==> config.mk <==
export PLATFORM = sky130hd
export DESIGN_NAME = dti_serialize
export DESIGN_NICKNAME = d
export VERILOG_FILES = /design/src/rtl/dti_serialize_pkg.sv /design/src/rtl/dti_lane_mux.sv /design/src/rtl/dti_serialize.sv
export SDC_FILE = /design/constraint.sdc
export NUM_CORES = 1
export LEC_CHECK = 0
export ABC_CLOCK_PERIOD_IN_PS = 2000
export CELL_PAD_IN_SITES_DETAIL_PLACEMENT = 2
export CELL_PAD_IN_SITES_GLOBAL_PLACEMENT = 2
export CORE_MARGIN = 2
export CORE_UTILIZATION = 29
export DETAILED_ROUTE_END_ITERATION = 6
export GPL_ROUTABILITY_DRIVEN = 0
export PLACE_DENSITY = 0.75
export SYNTH_ARGS = -nofsm -noshare
export SYNTH_HDL_FRONTEND = slang
export SYNTH_HIERARCHICAL = 1
export SYNTH_SLANG_ARGS = --single-unit
export TNS_END_PERCENT = 1
==> constraint.sdc <==
create_clock -name clk -period 2 [get_ports clk]
set_clock_uncertainty 0.15 [all_clocks]
set_input_delay 0.4 -clock clk [delete_from_list [all_inputs] [get_ports clk]]
set_output_delay 0.4 -clock clk [all_outputs]
set_load 0.005 [all_outputs]
==> src/rtl/dti_serialize_pkg.sv <==
// Shared types and helpers for the DTI wide-to-narrow serializer.
// Holds the FSM state type, the lane-count width rule and the length clamp.
package dti_serialize_pkg;

   typedef enum logic {
      IDLE = 1'b0,
      BUSY = 1'b1
   } state_t;

   function automatic int lw_of(input int lanes);
      return (lanes > 1) ? $clog2(lanes) : 1;
   endfunction

   // Protects against a len field that can encode more lanes than exist.
   function automatic int unsigned clamp_len(input int unsigned len, input int unsigned lanes);
      return (len > lanes - 1) ? lanes - 1 : len;
   endfunction

endpackage

==> src/rtl/dti_lane_mux.sv <==
// Combinational lane selector: returns WIDTH bits of lane[sel] from a packed LANES*WIDTH vector.
// Out-of-range selects (non-power-of-two LANES) return zero.
module dti_lane_mux #(
   parameter int WIDTH = 16,
   parameter int LANES = 4,
   parameter int SW    = 2
) (
   input  logic [LANES*WIDTH-1:0] vec,
   input  logic [SW-1:0]          sel,
   output logic [WIDTH-1:0]       lane
);

   always_comb begin
      lane = '0;
      for (int i = 0; i < LANES; i++) begin
         if (sel == SW'(i)) lane = vec[i*WIDTH +: WIDTH];
      end
   end

endmodule

==> src/rtl/dti_serialize.sv <==
// Serializes one wide DTI word (up to LANES lanes + len field) into single-lane beats.
// Define DTI_SERIALIZE_REVERSE_EN to emit lanes from index len down to 0.
//
// state | meaning
// IDLE  | no word held; din.ready asserted
// BUSY  | word held; emitting lane[cnt], reload allowed on the last beat
module dti_serialize
   import dti_serialize_pkg::*;
#(
   parameter  int WIDTH = 16,
   parameter  int LANES = 4,
   localparam int LW    = lw_of(LANES)
) (
   input  logic                      clk,
   input  logic                      rst,
   input  logic                      din_valid,
   output logic                      din_ready,
   input  logic [LANES*WIDTH+LW-1:0] din_data,
   output logic                      dout_valid,
   input  logic                      dout_ready,
   output logic [WIDTH:0]            dout_data
);

   state_t                 state, state_nxt;
   logic [LANES*WIDTH-1:0] word_reg, word_nxt;
   logic [LW-1:0]          len_reg, len_nxt;
   logic [LW-1:0]          cnt, cnt_nxt;
   logic [LW-1:0]          len_clamped;
   logic [LW-1:0]          cnt_start;
   logic [LW-1:0]          cnt_step;
   logic [WIDTH-1:0]       lane;
   logic                   last;
   logic                   load;

   assign len_clamped = LW'(clamp_len(32'(din_data[LANES*WIDTH +: LW]), 32'(LANES)));

`ifdef DTI_SERIALIZE_REVERSE_EN
   assign last      = (cnt == '0);
   assign cnt_start = len_clamped;
   assign cnt_step  = cnt - LW'(1);
`else
   assign last      = (cnt == len_reg);
   assign cnt_start = '0;
   assign cnt_step  = cnt + LW'(1);
`endif

   dti_lane_mux #(
      .WIDTH (WIDTH),
      .LANES (LANES),
      .SW    (LW)
   ) u_lane_mux (
      .vec  (word_reg),
      .sel  (cnt),
      .lane (lane)
   );

   assign dout_valid = (state == BUSY);
   assign dout_data  = {last, lane};
   // Ready on the last beat lets the next word load with no bubble.
   assign din_ready  = (state == IDLE) | (dout_ready & last);

   always_comb begin
      state_nxt = state;
      word_nxt  = word_reg;
      len_nxt   = len_reg;
      cnt_nxt   = cnt;
      load      = 1'b0;
      case (state)
         IDLE: begin
            if (din_valid) load = 1'b1;
         end
         BUSY: begin
            if (dout_ready) begin
               if (!last)          cnt_nxt   = cnt_step;
               else if (din_valid) load      = 1'b1;
               else                state_nxt = IDLE;
            end
         end
         default: state_nxt = IDLE;
      endcase
      if (load) begin
         state_nxt = BUSY;
         word_nxt  = din_data[LANES*WIDTH-1:0];
         len_nxt   = len_clamped;
         cnt_nxt   = cnt_start;
      end
   end

   always_ff @(posedge clk) begin
      if (rst) begin
         state    <= IDLE;
         word_reg <= '0;
         len_reg  <= '0;
         cnt      <= '0;
      end else begin
         state    <= state_nxt;
         word_reg <= word_nxt;
         len_reg  <= len_nxt;
         cnt      <= cnt_nxt;
      end
   end

endmodule
## Yosys cells after proc, flatten, opt, wreduce, memory -nomap -nowiden

Index checks and enable logic that the tools add are counted.
W data, S select, Z words.

| cells by class | value |
|---|---|
| bitwise logic cells | 4 |
| $add $sub $neg | 1 |
| reductions and logical operators | 3 |
| muxes and demuxes | 12 |
| equality and inequality tests | 4 |

Operator list:

| operator | number |
|---|---|
| $mux W16 | 4 |
| $mux W1 | 7 |
| $eq A2 B2 Y1 const B | 2 |
| $reduce_and A3 Y1 | 1 |
| $add A2 B1 Y2 const B | 1 |
| $eq A2 B1 Y1 const B | 1 |
| $eq A2 B2 Y1 | 1 |
| $logic_not A2 Y1 | 1 |
| $not A1 Y1 | 2 |
| $pmux W1 S2 | 1 |
| $reduce_or A2 Y1 | 1 |
| $and A1 B1 Y1 | 1 |
| $or A1 B1 Y1 | 1 |

| word-level totals | value |
|---|---|
| output and inout port bits | 19 |
| register bits after elaboration | 69 |
| word-level logic and storage cells | 28 |

## Logic depth before layout (Yosys ltp)

Gate-level depths: netlist (run 1).

| logic depth | value |
|---|---|
| word-level depth | 5 |
| depth in mapped cells | 6 |
| depth with buffers taken out | 4 |

## Modules after synthesis

The synthesis (run 1) kept the hierarchy.

Modules (own cells, without submodules):

| module | cells an instance | area each (um2) | times used | sequential area each (um2) |
|---|---|---|---|---|
| dti_serialize | 239 | 2,514.9 | 1 | 1,381.3 |
| dti_lane_mux | 20 | 424.2 | 1 | 0.0 |

## Worst setup path before layout (run 1)

OpenSTA, ideal clock, no wires.

| timing | value |
|---|---|
| path type | register to output |
| start | register cnt[0] |
| end | output dout_data[10] |
| required time | 1,450 ps |
| cell stages (with the launch flop) | 4 |
| setup slack | 268 ps |
| arrival time | 1,182 ps |
| path buffers | 2 |
| cells stage by stage | dfxtp_1 buf_6 buf_12 mux4_2 |

| between the ends | value |
|---|---|
| cells in the longest elaborated chain, start to end | 5 |
| elaborated cells between the ends (all ways) | 8 |

Ends and longest elaborated chain:

| what | RTL line | source |
|---|---|---|
| start: declaration | dti_serialize.sv:27 | `logic [LW-1:0] cnt, cnt_nxt;` |
| start signal: assignment | dti_serialize.sv:99 | `cnt <= cnt_nxt;` |
| $logic_not A2 Y1 | dti_lane_mux.sv:16 | `if (sel == SW'(i)) lane = vec[i*WIDTH +: WIDTH];` |
| $mux W16 (3 in series) | dti_lane_mux.sv:16 |  |
| $mux W16 (*) | dti_lane_mux.sv:16 |  |
| end: declaration | dti_serialize.sv:21 | `output logic [WIDTH:0] dout_data` |

Mark *: on every way between the ends. The rest lies on a longest branch, timed or not.

## Worst setup path in the final report (run 1)

| timing | value |
|---|---|
| start | register cnt[0] |
| end | output dout_data[7] |

Same word-level chain as after synthesis.

==> reports/metrics.yaml, run 1 <==
outcome:
  status: "complete, but fails checks"
  violations: "negative setup slack"
die:
  fp.dieH_um: 104.7
  die_area_mm2: 0.01096
  start_util_pct: 29.93
  io_pins: 89
  die_w_um: 104.7
  rows: 36
  coreArea_mm2: 0.009819
critical_path:
  crit_end: "dout_data[7]"
  crit_type: "flip-flop to output pin"
  start_kind: "flip-flop"
  r2r_start: "cnt[0]"
  end_kind: "output pin"
  critPathLaunch: "cnt[0]"
  ff2ff_path_depth: 10
  crit_fanout: 7
  regToRegEndpoint: "word_reg[47]"
  worstPathCellList: "buf_12 > mux4_2 > buf_6"
  slowest_delay_ns: 0.53
  cp.arrival_ns: 1.58
  cp.required_ns: 1.45
  critPathSlowestCell: "mux4_2"
  ff2ff_setup_slack_ns: -0.10
routing:
  firstDrtPassIters: 3
  drc: 0
  ant_nets: 0
  drt_iter0_markers: 84
  viasPerCell: 4.584
  wl_um: 8788
  vias: 2306
  wire_per_inst_um: 17.47
power_and_ir_drop:
  p_leak_nw: 1.900
  p_per_area_mw_per_mm2: 818.8
  total_power_mw: 3.596
  peakVddDrop_v: 0.0004008
logic_synthesis:
  async_flop_share_pct: 0
  synth_fa_ha_area_share_pct: 0
  syn_nets: 329
  synth_xor_area_share_pct: 0.5960
  synth_mux_area_share_pct: 35.50
  synthFlopType: "dfxtp_1"
  yosys.area.top_type: "dfxtp_1"
  synthSimpleGateAreaFrac_pct: 9.749
  synth_compound_area_share_pct: 2.043
  seq_area_frac_synth_pct: 47.00
  syn_area_mm2: 0.002939
  synth_top_family_by_area: "multiplexers"
  synth.avg_cell_area_um2: 11.35
  synth_edf_count: 0
  syn_inst: 259
  synth_area_leaders: "dfxtp_1 (47%), mux2i_1 (22%), nor2_1 (8.7%)"
  ys_warn_count: 6
  ys_ff_latch: 69
  synth_cell_type_count: 22
  synth_top_area_share_pct: 47.00
final_layout:
  syn2layout_area_growth_pct: 49.43
  utilization_pct: 44.72
  final_nets: 435
  mostFrequentLayoutCell: "clkdlybuf4s50_1"
  final_cells: 503
  layout-drive-gt1-share_pct: 22.43
  final_cell_mix: "clkdlybuf4s50_1 (69), nor2_1 (68), dfxtp_1 (68)"
  largest_reg_flops: 64
  diodes: 0
clock_network:
  numCtsBuffers: 9
  clockBufferDepth: 2
  clock-sinks: 69
  insertion_delay_ns: 0.34
  cts_tree: "done"
  root_buffer: "clkbuf_8"
  clkSlewWorstSetupHoldPaths_ns: 0.08
  hold_buffers: 0
  htreeDepth: 3
timing:
  setup_viol: 81
  hold_violations: 0
  post-route-min-period_ns: 2.127
  fmax_mhz: 470.2
  slew_violations: 0
  hold_slack_ns: 0.3172
  period_share_pct: 106.3
  worstMarginPinSlew_ns: 0.4225
  tns_ns: -4.306
  grt_setup_unrepaired: "yes"
  setup_ws_ns: -0.1266
  max_slew_margin_pct: 71.83
worst_hold_path:
  hold_path.class: "input pin to flip-flop"
global_route:
  overflow: 0
  grt_max_degree: 32
  grt_antenna_before_repair: 0
  grt_pass1_wl_um: 13800
  grt_pass1_vias: 2536
  globalRouteTotalUtil_pct: 16.49
job:
  cap_violations: 0
placed_design:
  place_inst: 481
  placement.io_buffers: 88
  hpwl_um: 6207
==> metrics by stage <==
stage	setup WS [ns]	area, um^2
floorplan	0.2680	2939
global placement	-0.2158	4128
detailed placement	-0.2721	4128
CTS	-0.2219	4393
global route	-0.1896	4392
finish	-0.1266	4392
==> cell type report <==
type,instances,area [um^2]
clock buffers,10,127.6
clock inverters,6,111.4
fillers,1050,5428
inverters,4,15.01
multi-input cells,166,1429
flip-flops and latches,69,1385
well taps,133,166.4
repair buffers,115,1157
==> worst min path at each step <==
stage,start,end,slack (ns),cells after the start
global route,rst,word_reg[2],0.31,2
CTS,rst,word_reg[4],0.30,2
finish,rst,word_reg[4],0.32,2
global placement,word_reg[39],word_reg[39],0.32,2
floorplan,word_reg[16],word_reg[16],0.30,2
detailed placement,word_reg[50],word_reg[50],0.33,2
==> critical path: cells and delay by family (launching register included) <==
kind / cells / cell delay [ns]
mux: 1 / 0.53
buf+inv: 2 / 0.30
flops: 1 / 0.40
==> synthesized netlist by cell type, drive strengths merged, types with 2 or more instances <==
master  count
a211oi      2
a21oi       2
buf        12
clkbuf      8
dfxtp      69
inv         4
mux2i      66
mux4       16
nand2       2
nor2       68
o21ai       2
xnor2       2
==> what timing repair did <==
item / CTS / global route
buffers inserted: 2 / 5
resized for setup: 81 / 12
cloned: 1 / 0
hold endpoints to repair: 0 / 0
pin swaps: 2 / 6
setup endpoints to repair: 27 / 75
==> routing by layer <==
metal  routed length, um  vias to the layer above  GRT usage, %
met2                4728                       55         30.25
met3                 419                        4         4.866
met1                3580                     1138         18.49
met5                   0                        -             0
li1                    -                     1109             -
met4                  59                        0         4.571
==> kinds of logic (layout without fill, tap and decap cells) <==
family / count (synthesis) / after routing
compound gates: 8 / 8
xor+xnor: 2 / 2
buf+inv: 24 / 135
flops: 69 / 69
mux: 82 / 82
simple gates: 74 / 74
==> where the power goes <==
| group | switching [mW] | total [mW] | internal, mW |
|---|---|---|---|
| clock | 0.541 | 1.37 | 0.829 |
| sequential | 0.0617 | 1.54 | 1.48 |
| combinational | 0.263 | 0.685 | 0.422 |
(Power assumes the default switching activity.)
==> run 2, diff against run 1 <==
--- a/config.mk
+++ b/config.mk
@@ -12,7 +12,7 @@
 export CORE_UTILIZATION = 29
 export DETAILED_ROUTE_END_ITERATION = 6
 export GPL_ROUTABILITY_DRIVEN = 0
-export PLACE_DENSITY = 0.75
+export PLACE_DENSITY_LB_ADDON = 0.05
 export SYNTH_ARGS = -nofsm -noshare
 export SYNTH_HDL_FRONTEND = slang
 export SYNTH_HIERARCHICAL = 1
==> run 2 against run 1 <==
The run still ends with negative setup slack left. Utilization shrank 0.25 points. Register-to-register slack improved by 0.10 ns. Largest cell class unchanged. First-iteration DRC count decreased by 49%. Fmax increased by 0.22%. Sequential power barely moved.
==> reports/metrics.yaml, run 2 (synthesized netlist as in run 1, its figures left out) <==
die:
  die_area_mm2: 0.01096  # unchanged
  die_w_um: 104.7  # unchanged
  coreArea_mm2: 0.009819  # unchanged
  fp.dieH_um: 104.7  # unchanged
  start_util_pct: 29.93  # unchanged
  rows: 36  # unchanged
  io_pins: 89  # unchanged
timing:
  worstMarginPinSlew_ns: 0.4194  # -0.003150 ns
  slew_violations: 0  # unchanged
  fmax_mhz: 471.3  # +0.22%
  max_slew_margin_pct: 72.04  # +0.21 points
  period_share_pct: 106.1  # -0.24 points
  setup_viol: 18  # -78%
  hold_slack_ns: 0.3177  # +0.0005260 ns
  grt_setup_unrepaired: "yes"
  hold_violations: 0  # unchanged
  post-route-min-period_ns: 2.122  # -0.004735 ns
  setup_ws_ns: -0.1219  # +0.004735 ns
placed_design:
  hpwl_um: 5834  # -6.0%
  place_area_mm2: 0.004110  # -0.42%
  placement.io_buffers: 88  # unchanged
clock_network:
  insertion_delay_ns: 0.35  # about the same
  htreeDepth: 3  # unchanged
  clkSlewWorstSetupHoldPaths_ns: 0.08  # about the same
  hold_buffers: 0  # unchanged
  root_buffer: "clkbuf_8"
  clock-sinks: 69  # unchanged
  numCtsBuffers: 9  # unchanged
  cts_tree: "done"
  clockBufferDepth: 2  # unchanged
power_and_ir_drop:
  p_per_area_mw_per_mm2: 812.7  # -0.75%
  peakVddDrop_v: 0.0003210  # -20%
  total_power_mw: 3.549  # -1.3%
  p_leak_nw: 1.885  # -0.81%
critical_path:
  start_kind: "flip-flop"
  crit_fanout: 8  # +1
  path_depth: 3  # unchanged
  slowest_delay_ns: 0.51  # -0.02 ns
  r2r_start: "cnt[0]"
  critPathBufInv: 2  # unchanged
  cp.arrival_ns: 1.57  # about the same
  critPathTopFamily: "multiplexers"
  cp.required_ns: 1.45  # about the same
  regToRegEndpoint: "word_reg[60]"
  worstPathCellList: "buf_12 > mux4_2 > buf_6"
  ff2ff_setup_slack_ns: 0  # +0.10 ns
  end_kind: "output pin"
  ff2ff_path_depth: 9  # -1
  crit_type: "flip-flop to output pin"
  critPathSlowestCell: "mux4_2"
routing:
  wl_met1_um: 3741  # +4.5%
  wire_per_inst_um: 16.56  # -5.2%
  wl_um: 8312  # -5.4%
  drc: 0  # unchanged
  route.met3.wl_um: 407  # -2.9%
  firstDrtPassIters: 5  # +2
  highest_layer: "met4"
  viasPerCell: 4.663  # +1.7%
  drt_iter0_markers: 43  # -49%
  vias: 2341  # +1.5%
  wl_met2_um: 4058  # -14%
  ant_nets: 0  # unchanged
global_route:
  grt_pass1_wl_um: 13880  # +0.59%
  grt_antenna_before_repair: 0  # unchanged
  overflow: 0  # unchanged
  globalRouteTotalUtil_pct: 16.30  # -0.19 points
  grt_pass1_vias: 2565  # +1.1%
  grt_max_degree: 38  # +19%
final_layout:
  largest_reg_flops: 64  # unchanged
  final_cell_mix: "clkdlybuf4s50_1 (69), nor2_1 (68), dfxtp_1 (68)"
  mostFrequentLayoutCell: "clkdlybuf4s50_1"
  final_nets: 434  # -0.23%
  diodes: 0  # unchanged
  final_area_mm2: 0.004367  # -0.57%
  syn2layout_area_growth_pct: 48.57
  nFillCells: 1066  # +1.5%
  layout-drive-gt1-share_pct: 23.04  # +0.60 points
outcome:
  violations: "negative setup slack"
  status: "complete, but fails checks"
worst_hold_path:
  hold_depth: 2  # unchanged
  hp-start: "rst"
  hold_end: "word_reg[25]"
  hold_path.class: "input pin to flip-flop"
job:
  cap_violations: 0  # unchanged
==> run 2: cell types whose count changed in the layout (fill, tap and decap cells not counted), moves of 2 or more <==
cell	previous run	this run
buf_2	11	16
clkbuf_2	4	0
buf_12	10	8
clkbuf_8	9	11
==> run 2: final cells by class <==
| type | instances | area (um^2) | area share, % |
|---|---|---|---|
| well taps | 133 | 166.4 | 3.811 |
| repair buffers | 114 | 1139 | 26.07 |
| flip-flops and latches | 69 | 1385 | 31.72 |
| clock buffers | 11 | 151.4 | 3.467 |
| multi-input cells | 166 | 1429 | 32.72 |
| inverters | 4 | 15.01 | 0.3438 |
| clock inverters | 5 | 81.33 | 1.862 |
==> run 2: layer usage <==
metal,vias up,global-route usage [%]
met5,-,0
met2,62,26.89
met1,1162,20.56
li1,1109,-
met4,0,6.095
met3,8,4.117
==> run 2: stage by stage <==
| step | util, % | setup TNS [ns] | cells | worst slack (ns) |
|---|---|---|---|---|
| floorplan | - | 0 | 259 | 0.2680 |
| global placement | 41.86 | -4.980 | 482 | -0.2276 |
| detailed placement | 41.86 | -7.529 | 482 | -0.2663 |
| CTS | 44.16 | -2.447 | 502 | -0.1690 |
| global route | 44.47 | -5.049 | 502 | -0.1877 |
| finish | 44.47 | -1.789 | 502 | -0.1219 |
==> run 2: power by group <==
part,total (mW),internal (mW),switching (mW),leakage (nW)
logic,0.669,0.414,0.255,1.20
clock network,1.34,0.773,0.566,0.116
registers,1.54,1.48,0.0620,0.570
total,3.55,2.67,0.883,1.89
==> run 2: how the worst max path moves through the flow <==
stage	start	end	slack, ns
2_1_floorplan	cnt[0]	dout_data[10]	0.27
3_3_place_gp	dout_ready	din_ready	-0.23
3_5_place_dp	dout_ready	din_ready	-0.27
4_1_cts	cnt[0]	dout_data[15]	-0.17
5_1_grt	cnt[0]	dout_data[5]	-0.19
6_report	cnt[0]	dout_data[5]	-0.12
==> run 2: what timing repair did <==
action	4_1_cts	5_1_grt
endpoints found under the hold margin	0	0
setup endpoints to repair	77	77
buffers inserted	3	0
gates resized for setup	91	6
pin swaps	3	5
gates cloned	1	0
